File: src/rtl/wb_spi_dac.sv
// rtl/wb_spi_dac.sv - Wishbone-controlled SPI master framing 24-bit words for the reference-tuning DAC
module wb_spi_dac #(
    parameter int          WB_ADDR_WIDTH   = 10,
    parameter int          CLK_DIV_DEFAULT = 10,
    parameter int          GAP_HALVES      = 6,
    parameter logic [17:0] RESET_WORD      = 18'h07F22
) (
    input  logic                     i_clk,
    input  logic                     i_rst,
    input  logic                     i_wb_cyc,
    input  logic                     i_wb_stb,
    output logic                     o_wb_stall,
    output logic                     o_wb_ack,
    input  logic                     i_wb_we,
    input  logic [WB_ADDR_WIDTH-1:0] i_wb_addr,
    input  logic [31:0]              i_wb_data,
    input  logic [3:0]               i_wb_sel,
    output logic [31:0]              o_wb_data,
    output logic                     o_spi_sclk,
    output logic                     o_spi_mosi,
    output logic                     o_spi_sync_n,
    output logic                     o_busy
);

    typedef enum logic [1:0] {S_IDLE, S_SHIFT, S_GAP} state_t;

    state_t      r_state;
    logic [17:0] r_data;
    logic        r_pending;
    logic        r_repeat;
    logic [7:0]  r_div;
    logic [15:0] r_frames;
    logic [23:0] r_shift;
    logic [7:0]  r_h;
    logic [7:0]  r_cnt;
    logic [5:0]  r_halves;

    logic        w_acc;
    logic        w_wr;
    logic [1:0]  w_addr;
    logic        w_tick;
    logic [23:0] w_frame;
    logic        w_unused;

    assign o_wb_stall = 1'b0;
    assign w_acc      = i_wb_cyc & i_wb_stb;
    assign w_wr       = w_acc & i_wb_we;
    assign w_addr     = i_wb_addr[1:0];
    assign w_tick     = (r_cnt == r_h);
    assign w_frame    = {6'b0, r_data};
    assign w_unused   = ^{i_wb_sel, i_wb_addr, i_wb_data};

    always_ff @(posedge i_clk) begin
        if (i_rst) begin
            r_state      <= S_IDLE;
            r_data       <= RESET_WORD;
            r_pending    <= 1'b1;
            r_repeat     <= 1'b0;
            r_div        <= 8'(CLK_DIV_DEFAULT);
            r_frames     <= 16'd0;
            r_shift      <= 24'd0;
            r_h          <= 8'd0;
            r_cnt        <= 8'd0;
            r_halves     <= 6'd0;
            o_wb_ack     <= 1'b0;
            o_wb_data    <= 32'd0;
            o_spi_sclk   <= 1'b1;
            o_spi_mosi   <= 1'b0;
            o_spi_sync_n <= 1'b1;
            o_busy       <= 1'b0;
        end else begin
            o_wb_ack <= w_acc;
            if (w_acc) begin
                case (w_addr)
                    2'd0:    o_wb_data <= {14'd0, r_data};
                    2'd1:    o_wb_data <= {22'd0, r_pending, o_busy, 7'd0, r_repeat};
                    2'd2:    o_wb_data <= {24'd0, r_div};
                    default: o_wb_data <= {16'd0, r_frames};
                endcase
            end

            case (r_state)
                S_IDLE: begin
                    if (r_pending || r_repeat) begin
                        r_shift      <= w_frame;
                        r_h          <= r_div;
                        r_cnt        <= 8'd0;
                        r_halves     <= 6'd0;
                        r_pending    <= 1'b0;
                        o_spi_sync_n <= 1'b0;
                        o_spi_mosi   <= w_frame[23];
                        o_spi_sclk   <= 1'b1;
                        o_busy       <= 1'b1;
                        r_state      <= S_SHIFT;
                    end
                end
                S_SHIFT: begin
                    if (w_tick) begin
                        r_cnt <= 8'd0;
                        // Half 47 is the closing half after falling edge 24: end the frame.
                        if (r_halves == 6'd47) begin
                            r_halves     <= 6'd0;
                            o_spi_sclk   <= 1'b1;
                            o_spi_sync_n <= 1'b1;
                            o_spi_mosi   <= 1'b0;
                            r_frames     <= r_frames + 16'd1;
                            r_state      <= S_GAP;
                        end else begin
                            r_halves   <= r_halves + 6'd1;
                            o_spi_sclk <= ~o_spi_sclk;
                            if (r_halves[0]) begin
                                r_shift    <= {r_shift[22:0], 1'b0};
                                o_spi_mosi <= r_shift[22];
                            end
                        end
                    end else begin
                        r_cnt <= r_cnt + 8'd1;
                    end
                end
                default: begin
                    if (w_tick) begin
                        r_cnt <= 8'd0;
                        if (r_halves == 6'(GAP_HALVES - 1)) begin
                            o_busy  <= 1'b0;
                            r_state <= S_IDLE;
                        end else begin
                            r_halves <= r_halves + 6'd1;
                        end
                    end else begin
                        r_cnt <= r_cnt + 8'd1;
                    end
                end
            endcase

            // Bus writes come last so a DATA write in a start cycle keeps PENDING set.
            if (w_wr) begin
                case (w_addr)
                    2'd0: begin
                        r_data    <= i_wb_data[17:0];
                        r_pending <= 1'b1;
                    end
                    2'd1:    r_repeat <= i_wb_data[0];
                    2'd2:    r_div    <= i_wb_data[7:0];
                    default: ;
                endcase
            end
        end
    end

endmodule
File: config.mk
export PLATFORM = sky130hd
export DESIGN_NAME = wb_spi_dac
export DESIGN_NICKNAME = d
export VERILOG_FILES = /design/src/rtl/wb_spi_dac.sv
export SDC_FILE = /design/constraint.sdc
export NUM_CORES = 1
export LEC_CHECK = 0
export ABC_CLOCK_PERIOD_IN_PS = 2920
export CAP_MARGIN = 20
export CORE_UTILIZATION = 40
export CTS_CLUSTER_DIAMETER = 200
export DETAILED_ROUTE_END_ITERATION = 12
export MAX_ROUTING_LAYER = met4
export PLACE_DENSITY = 0.63
export SLEW_MARGIN = 10
export SYNTH_ARGS = -nofsm -noshare
export SYNTH_HDL_FRONTEND = slang
export SYNTH_SLANG_ARGS = --single-unit
File: constraint.sdc
create_clock -name i_clk -period 2.92 [get_ports i_clk]
set_input_delay 0.876 -clock i_clk [delete_from_list [all_inputs] [get_ports i_clk]]
set_output_delay 0.876 -clock i_clk [all_outputs]
set_load 0.005 [all_outputs]
Word-level counts from Yosys, hierarchy flattened
Index checks and enable logic that the tools add are counted.

word-level totals
  bits in registers = 128
  bits of input ports = 51

cells by class
  $add $sub $neg = 3
  eq/ne operators = 13
  muxes and demuxes = 40
  bitwise operators = 4
  reduce and logical (&&, ||, !) cells = 19

operators with widths
  kind                                           number
  2-to-1 mux 23 bit                              4
  one-hot mux 18 bit (3 select lines)            1
  one-hot mux 23 bit (2 select lines)            1
  2-to-1 mux 6 bit                               5
  2-to-1 mux 8 bit                               3
  adder 16 x 1 -> 16 bit, second input constant  1
  AND reduction 4 bit                            4
  2-to-1 mux 1 bit                               15
  one-hot mux 6 bit (2 select lines)             1
  2-to-1 mux 2 bit                               5
  != test 2 bit, second input constant           5
  AND reduction 5 bit                            2
  adder 8 x 1 -> 8 bit, second input constant    1
  == test 8 bit                                  1
  one-hot mux 1 bit (2 select lines)             4
  AND reduction 2 bit                            4
  adder 6 x 1 -> 6 bit, second input constant    1
  == test 6 x 3 -> 1 bit, second input constant  1
  == test 6 bit, second input constant           1
  AND reduction 3 bit                            2
  nonzero test 2 bit                             3
  == test 2 x 1 -> 1 bit, second input constant  2
  logical NOT 2 bit                              2
  one-hot mux 2 bit (2 select lines)             1
  7 further kinds                                9

Longest topological paths before layout
Gate-level depths: netlist (run 1).

  word-level depth = 5
  gate-level depth with buffers = 8
  depth with buffers taken out = 6

Least setup slack after synthesis (run 1)
No wires, ideal clock.

  kind = register to register
  start = register r_cnt[0]
  end = register r_frames[15]
  library setup time = 0.123 ns
  arrival time = 2.265 ns
  setup slack = 0.531 ns
  stages on the path, launching flop included = 7
  buffers on the path = 1
  cell sequence = dfxtp_1 xor2_1 or4_1 or4_1 buf_2 nor4_1 mux2_1

on the way
  longest elaborated chain between the ends = 2

ends and longest elaborated chain
  item                           line  source
  from (decl)                    35    logic [7:0] r_cnt;
  from (signal assigned)         117   r_cnt <= r_cnt + 8'd1;
  from (signal assigned)         130   r_cnt <= r_cnt + 8'd1;
  == test 8 bit                  49    assign w_tick = (r_cnt == r_h);
  AND reduction 3 bit (no line)  --
  to (signal assigned)           106   r_frames <= r_frames + 16'd1;
  to (decl)                      32    logic [15:0] r_frames;

Every way passes these cells.
A chain may end at the register's enable or synchronous reset.

Worst setup path after layout (run 1)
Ends and elaborated chain as after synthesis.

==> flow_summary.ini, run 1 <==
[global_route]
grt_max_degree = 43
grt-ovfl-total = 0
antenna_found_initial = 0
grt_pass1_vias = 4402
grt_pass1_wl_um = 22210
grt_usage_pct = 21.90

[layout]
finish.instance_area_sq_um = 6551
drive_above_1_share_pct = 11.57
nFillCells = 1204
nets = 751
fin_util_pct = 51.49
stdcell_count = 881
area_delta_synth_final_pct = 24.28
diodes = 0

[die]
core-area_sq_um = 12720
die-area_sq_um = 13640
fp.dieH_um = 116.8
pin_count = 89
die_x_um = 116.8
start_util_pct = 41.43
rows = 41

[logic_synthesis]
synth_area_sq_um = 5271
async_reset_ff_share_pct = 0
synth_top_family_by_area = simple AND/OR/NAND/NOR gates
synth_area_leaders = dfxtp_1 43%, nand2_1 8.4%, a21oi_1 5.7%, o21ai_0 3.6%, a211o_1 3.0%
synth.most_common_cell = nand2_1
synth_xor_area_share_pct = 1.828
yosysWarnings = 0
synth_compound_area_share_pct = 20.89
synth_common_cells = 118 x nand2_1, 114 x dfxtp_1, 60 x a21oi_1, 40 x clkbuf_1
yosys.area.top_type_share_pct = 43.29
synthFlopType = dfxtp_1
yosys.cell_types.count = 58
synth_edf_count = 0
ys_seq_area_share_pct = 43.29
synthSimpleGateAreaFrac_pct = 21.91
synth_cells = 647
syn_avg_cell_area_sq_um = 8.147
muxShareOfSynthArea_pct = 4.842
ys_ff_latch = 114
yosys.area.top_type = dfxtp_1
synthAdderAreaFrac_pct = 0.9494

[clock_network]
cts-hold-fix-buffers = 0
tritoncts = yes
post_cts_resized = 0
clock_sink_count = 114
cts_max_level = 4
cts_setup_buffers = 0
numCtsBuffers = 17
cts_buffer_depth = 2
cts_root_buf = clkbuf_16
insertion_delay_ns = 0.41
clkTransAtPathRegs_ns = 0.05

[drt]
finalWirelength_um = 13840
avgViaCountPerCell = 5.523
drcViolationCount = 0
highest_layer = met4
ant_nets = 0
routed-wl-met2_um = 6554
wl_met3_um = 653
met1_length_um = 6528
wire_per_inst_um = 15.71
drt_pass1_iterations = 5
via_count = 4866
drtIter0Drc = 467

[timing]
fin_ws_ns = 0.3187
fin_skew_ns = 0.005985
timing.setup.tns_ns = 0
rsz0062_at_grt = false
min_period_ns = 2.601
slew_violations = 0
timing.final.crit_share_pct = 89.09
worstMarginPinSlew_ns = 0.7116
slew-limit-headroom_pct = 52.56
finalSetupViolCount = 0
report.final.hold_viol_count = 0
clock.fmax_mhz = 384.4
fin_hold_ws_ns = 0.4587

[worst_setup_path]
slowest_stage = or4_1
slowest_delay_ns = 0.55
crit_chain = xor2_1 > or4_1 > or4_1 > buf_4 > nor4_1 > mux2_1
worstPathRequired_ns = 3.22
crit_fanout = 19
cp.arrival_ns = 2.90
cpLargestDelayFamily = simple AND/OR/NAND/NOR gates
startpoint_type = register
path_class = register to register
end_kind = register
crit_top_cell = or4_1
crit_buf_inv = 1

[pwr]
p_leak_nw = 2.423
p_total_mw = 4.291
ir_worst_vdd_v = 0.0003925
power_density_nw_per_um2 = 654.9

[worst_hold_path]
hp-class = register to register

[placement]
dp_hpwl_um = 9587
placedCellCount = 849
gp_congestion = 0.7952
pre_cts_ws_ns = 0.3141
io_buffers = 47
place_area_sq_um = 5947

[outcome]
outcome = complete, no violations

[run]
max_cap_viol_count = 0
==> worst min-delay path: cells and delay by family, from the launching register on <==
kind | cells | cell delay, ns
compound gates | 1 | 0.05
simple gates | 1 | 0.05
flops | 1 | 0.31
==> final timing paths <==
check	from	end	slack (ns)	cells past startpoint
worst min-delay path	o_wb_data[0]	o_wb_data[0]	0.46	2
worst max register to register	r_cnt[0]	r_frames[15]	0.32	6
worst max-delay path	r_cnt[0]	r_frames[15]	0.32	6
worst min register to register	o_wb_data[0]	o_wb_data[0]	0.46	2
==> final cells by class <==
cell class | count | area [sq um] | share of cell area [%]
tap | 172 | 215.2 | 3.285
clock buffer | 19 | 442.9 | 6.761
timing repair buffer | 77 | 690.7 | 10.54
clock inverter | 13 | 161.4 | 2.464
multi-input combinational | 477 | 2725 | 41.60
inverter | 9 | 33.78 | 0.5157
sequential | 114 | 2282 | 34.84
==> logic make-up after synthesis <==
group                    count (synthesis)
AND/OR/NAND/NOR                        248
AO/OA/AOI/OAI                          176
flip-flops                             114
buffers and inverters                   70
multiplexers                            23
XOR/XNOR                                11
adder cells (fa/ha/maj)                  4
other                                    1
==> power by group <==
group | switching [mW] | leakage [nW] | internal [mW] | total [mW]
logic | 0.324 | 1.22 | 0.215 | 0.539
clock network | 0.736 | 0.273 | 1.36 | 2.09
registers | 0.0411 | 0.926 | 1.62 | 1.66
total | 1.10 | 2.42 | 3.19 | 4.29
==> sequential cells by signal (all words and copies together) (netlist names), 2 cells and up <==
| name | cells |
|---|---|
| r_state | 2 |
| o_wb_data | 18 |
| r_data | 18 |
| r_shift | 23 |
| r_halves | 6 |
| r_h | 8 |
| r_cnt | 8 |
| r_div | 8 |
| r_frames | 16 |
==> cell usage in the layout (no fill, tap or decap), types with 4 or more instances in the layout <==
| cell | netlist | final |
|---|---|---|
| buf_4 | 15 | 30 |
| or4_1 | 8 | 8 |
| o31ai_1 | 6 | 6 |
| a21oi_1 | 60 | 60 |
| nor2_1 | 38 | 38 |
| a211o_1 | 18 | 18 |
| clkdlybuf4s50_1 | 0 | 46 |
| a22oi_1 | 8 | 8 |
| xor2_1 | 11 | 11 |
| or3_1 | 7 | 7 |
| conb_1 | 1 | 15 |
| nand3_1 | 28 | 28 |
| o21ai_0 | 38 | 38 |
| o21ai_1 | 9 | 9 |
| dfxtp_1 | 114 | 114 |
| nand4_1 | 12 | 12 |
| inv_1 | 9 | 9 |
| o211ai_1 | 9 | 9 |
| mux2_2 | 9 | 9 |
| a211oi_1 | 5 | 5 |
| clkbuf_16 | 0 | 17 |
| a221oi_1 | 8 | 8 |
| mux2i_1 | 12 | 12 |
| clkinvlp_4 | 0 | 7 |
| nor3_1 | 12 | 11 |
| nand2_1 | 118 | 118 |
| ha_1 | 4 | 4 |
==> routing by layer <==
layer | track usage (%) | up-vias
li1 | - | 2392
met1 | 28.63 | 2349
met2 | 34.24 | 115
met3 | 5.149 | 10
met4 | 5.316 | 0
met5 | - | -
Power figures use the tool's default switching activity.
==> run 2, diff against run 1 <==
--- a/config.mk
+++ b/config.mk
@@ -7,12 +7,13 @@
 export LEC_CHECK = 0
 export ABC_CLOCK_PERIOD_IN_PS = 2920
 export CAP_MARGIN = 20
-export CORE_UTILIZATION = 40
+export CORE_UTILIZATION = 35
 export CTS_CLUSTER_DIAMETER = 200
 export DETAILED_ROUTE_END_ITERATION = 12
 export MAX_ROUTING_LAYER = met4
-export PLACE_DENSITY = 0.63
+export PLACE_DENSITY = 0.57
 export SLEW_MARGIN = 10
 export SYNTH_ARGS = -nofsm -noshare
 export SYNTH_HDL_FRONTEND = slang
 export SYNTH_SLANG_ARGS = --single-unit
+export TNS_END_PERCENT = 5
==> run 2 against run 1 <==
Hold slack barely moved. Power is 8.1% lower. Largest power group unchanged. Sequential share of layout area up 0.63 points. Clock skew up 0.0080 ns. Combinational power barely moved. Clock power fell by 16%.
==> flow_summary.ini, run 2 (synthesized netlist as in run 1, its figures left out) <==
[outcome]
outcome = complete, no violations

[layout]
regArea_sq_um = 2282
layout_commonest_cell = nand2_1
top_regs = r_shift: 23 flops, o_wb_data: 18 flops, r_data: 18 flops
nFillCells = 1436
diodes = 0
largest_register_ffs = 23
layout_common_cells = 118 x nand2_1, 114 x dfxtp_1, 60 x a21oi_1
nets = 748
multiInputGateArea_sq_um = 2725
top_register = r_shift
drive_above_1_share_pct = 10.37
finish.instance_area_sq_um = 6435
area_delta_synth_final_pct = 22.07

[clock_network]
cts-hold-fix-buffers = 0
numCtsBuffers = 17
cts_root_buf = clkbuf_16
cts_buffer_depth = 2
clock_sink_count = 114
cts_setup_buffers = 0
post_cts_resized = 0
insertion_delay_ns = 0.41
cts_max_level = 4
clkTransAtPathRegs_ns = 0.05
tritoncts = yes

[timing]
fin_skew_ns = 0.01394
clock.fmax_mhz = 375.4
finalSetupViolCount = 0
fin_hold_ws_ns = 0.4589
timing.setup.tns_ns = 0
report.final.hold_viol_count = 0
slew_violations = 0
worstMarginPinSlew_ns = 0.7213
fin_ws_ns = 0.2565
slew-limit-headroom_pct = 51.92
min_period_ns = 2.664
timing.final.crit_share_pct = 91.22
rsz0062_at_grt = false

[global_route]
grt_pass1_vias = 4486
antenna_found_initial = 0
grt-ovfl-total = 0
met1_usage_pct = 23.74
met3_usage_pct = 4.296
grt_pass1_wl_um = 22610
grt_usage_pct = 18.85
gr-max-usage-layer = met2
gr-usage-met2_pct = 29.28
grt_max_degree = 43

[die]
core-area_sq_um = 14590
die-area_sq_um = 15560
pin_count = 89
rows = 44
start_util_pct = 36.13
die_x_um = 124.7
fp.dieH_um = 124.7

[pwr]
p_total_mw = 3.941
ir_worst_vdd_v = 0.0003789
power_density_nw_per_um2 = 612.5
p_leak_nw = 2.383

[placement]
gp_congestion = 0.8231
place_area_sq_um = 5939
io_buffers = 47
dp_hpwl_um = 9708
pre_cts_ws_ns = 0.2444

[worst_setup_path]
slowest_delay_ns = 0.58
crit_fanout = 19
crit_top_cell = or4_1
path_class = register to register
crit_chain = xor2_1 > or4_1 > or4_1 > buf_4 > nor4_1 > mux2_1
startpoint_type = register
rrSetupSlack_ns = 0.26
slowest_stage = or4_1
cp.arrival_ns = 2.96
worstPathRequired_ns = 3.22
end_kind = register

[worst_hold_path]
hp-class = register to register

[drt]
finalWirelength_um = 13710
via_count = 4841
avgViaCountPerCell = 5.452
wire_per_inst_um = 15.44
drtIter0Drc = 364
drt_pass1_iterations = 5
ant_nets = 0
drcViolationCount = 0

[run]
max_cap_viol_count = 0
## run 2: cell type report
cell class	instances	share of cell area, %
Inverter	9	0.5250
Clock inverter	7	0.5833
Timing Repair Buffer	74	10.38
Sequential cell	114	35.47
Multi-Input combinational cell	477	42.35
Clock buffer	23	7.116
Tap cell	184	3.578
## run 2: through the flow
step | utilization, % | instances
6_report | 44.11 | 888
5_1_grt | 44.11 | 888
4_1_cts | 44.11 | 888
3_5_place_dp | 40.71 | 858
3_3_place_gp | 40.71 | 858
2_1_floorplan | - | 661
## run 2: metal layers
metal	wire length, um	vias up
met5	0	-
met4	186	0
met3	577	16
met2	6487	125
met1	6455	2326
li1	-	2374
## run 2: final timing paths
check                                start           end  cells after the start
worst max-delay path              r_cnt[5]  r_frames[15]                      6
worst min-delay path            o_spi_mosi    o_spi_mosi                      2
worst max register to register    r_cnt[5]  r_frames[15]                      6
worst min register to register  o_spi_mosi    o_spi_mosi                      2
## run 2: power breakdown
| group | internal [mW] | leakage (nW) | switching, mW | total [mW] |
|---|---|---|---|---|
| Sequential | 1.62 | 0.926 | 0.0398 | 1.66 |
| Clock | 1.08 | 0.246 | 0.666 | 1.75 |
| Combinational | 0.213 | 1.21 | 0.323 | 0.536 |
## run 2: worst max-delay path: cells and delay by family (launching register included)
kind,cells,cell delay (ns)
and+or+nand+nor,3,1.41
muxes,1,0.36
DFF,1,0.35
xor gates and xnor gates,1,0.21
buffers and inverters,1,0.21
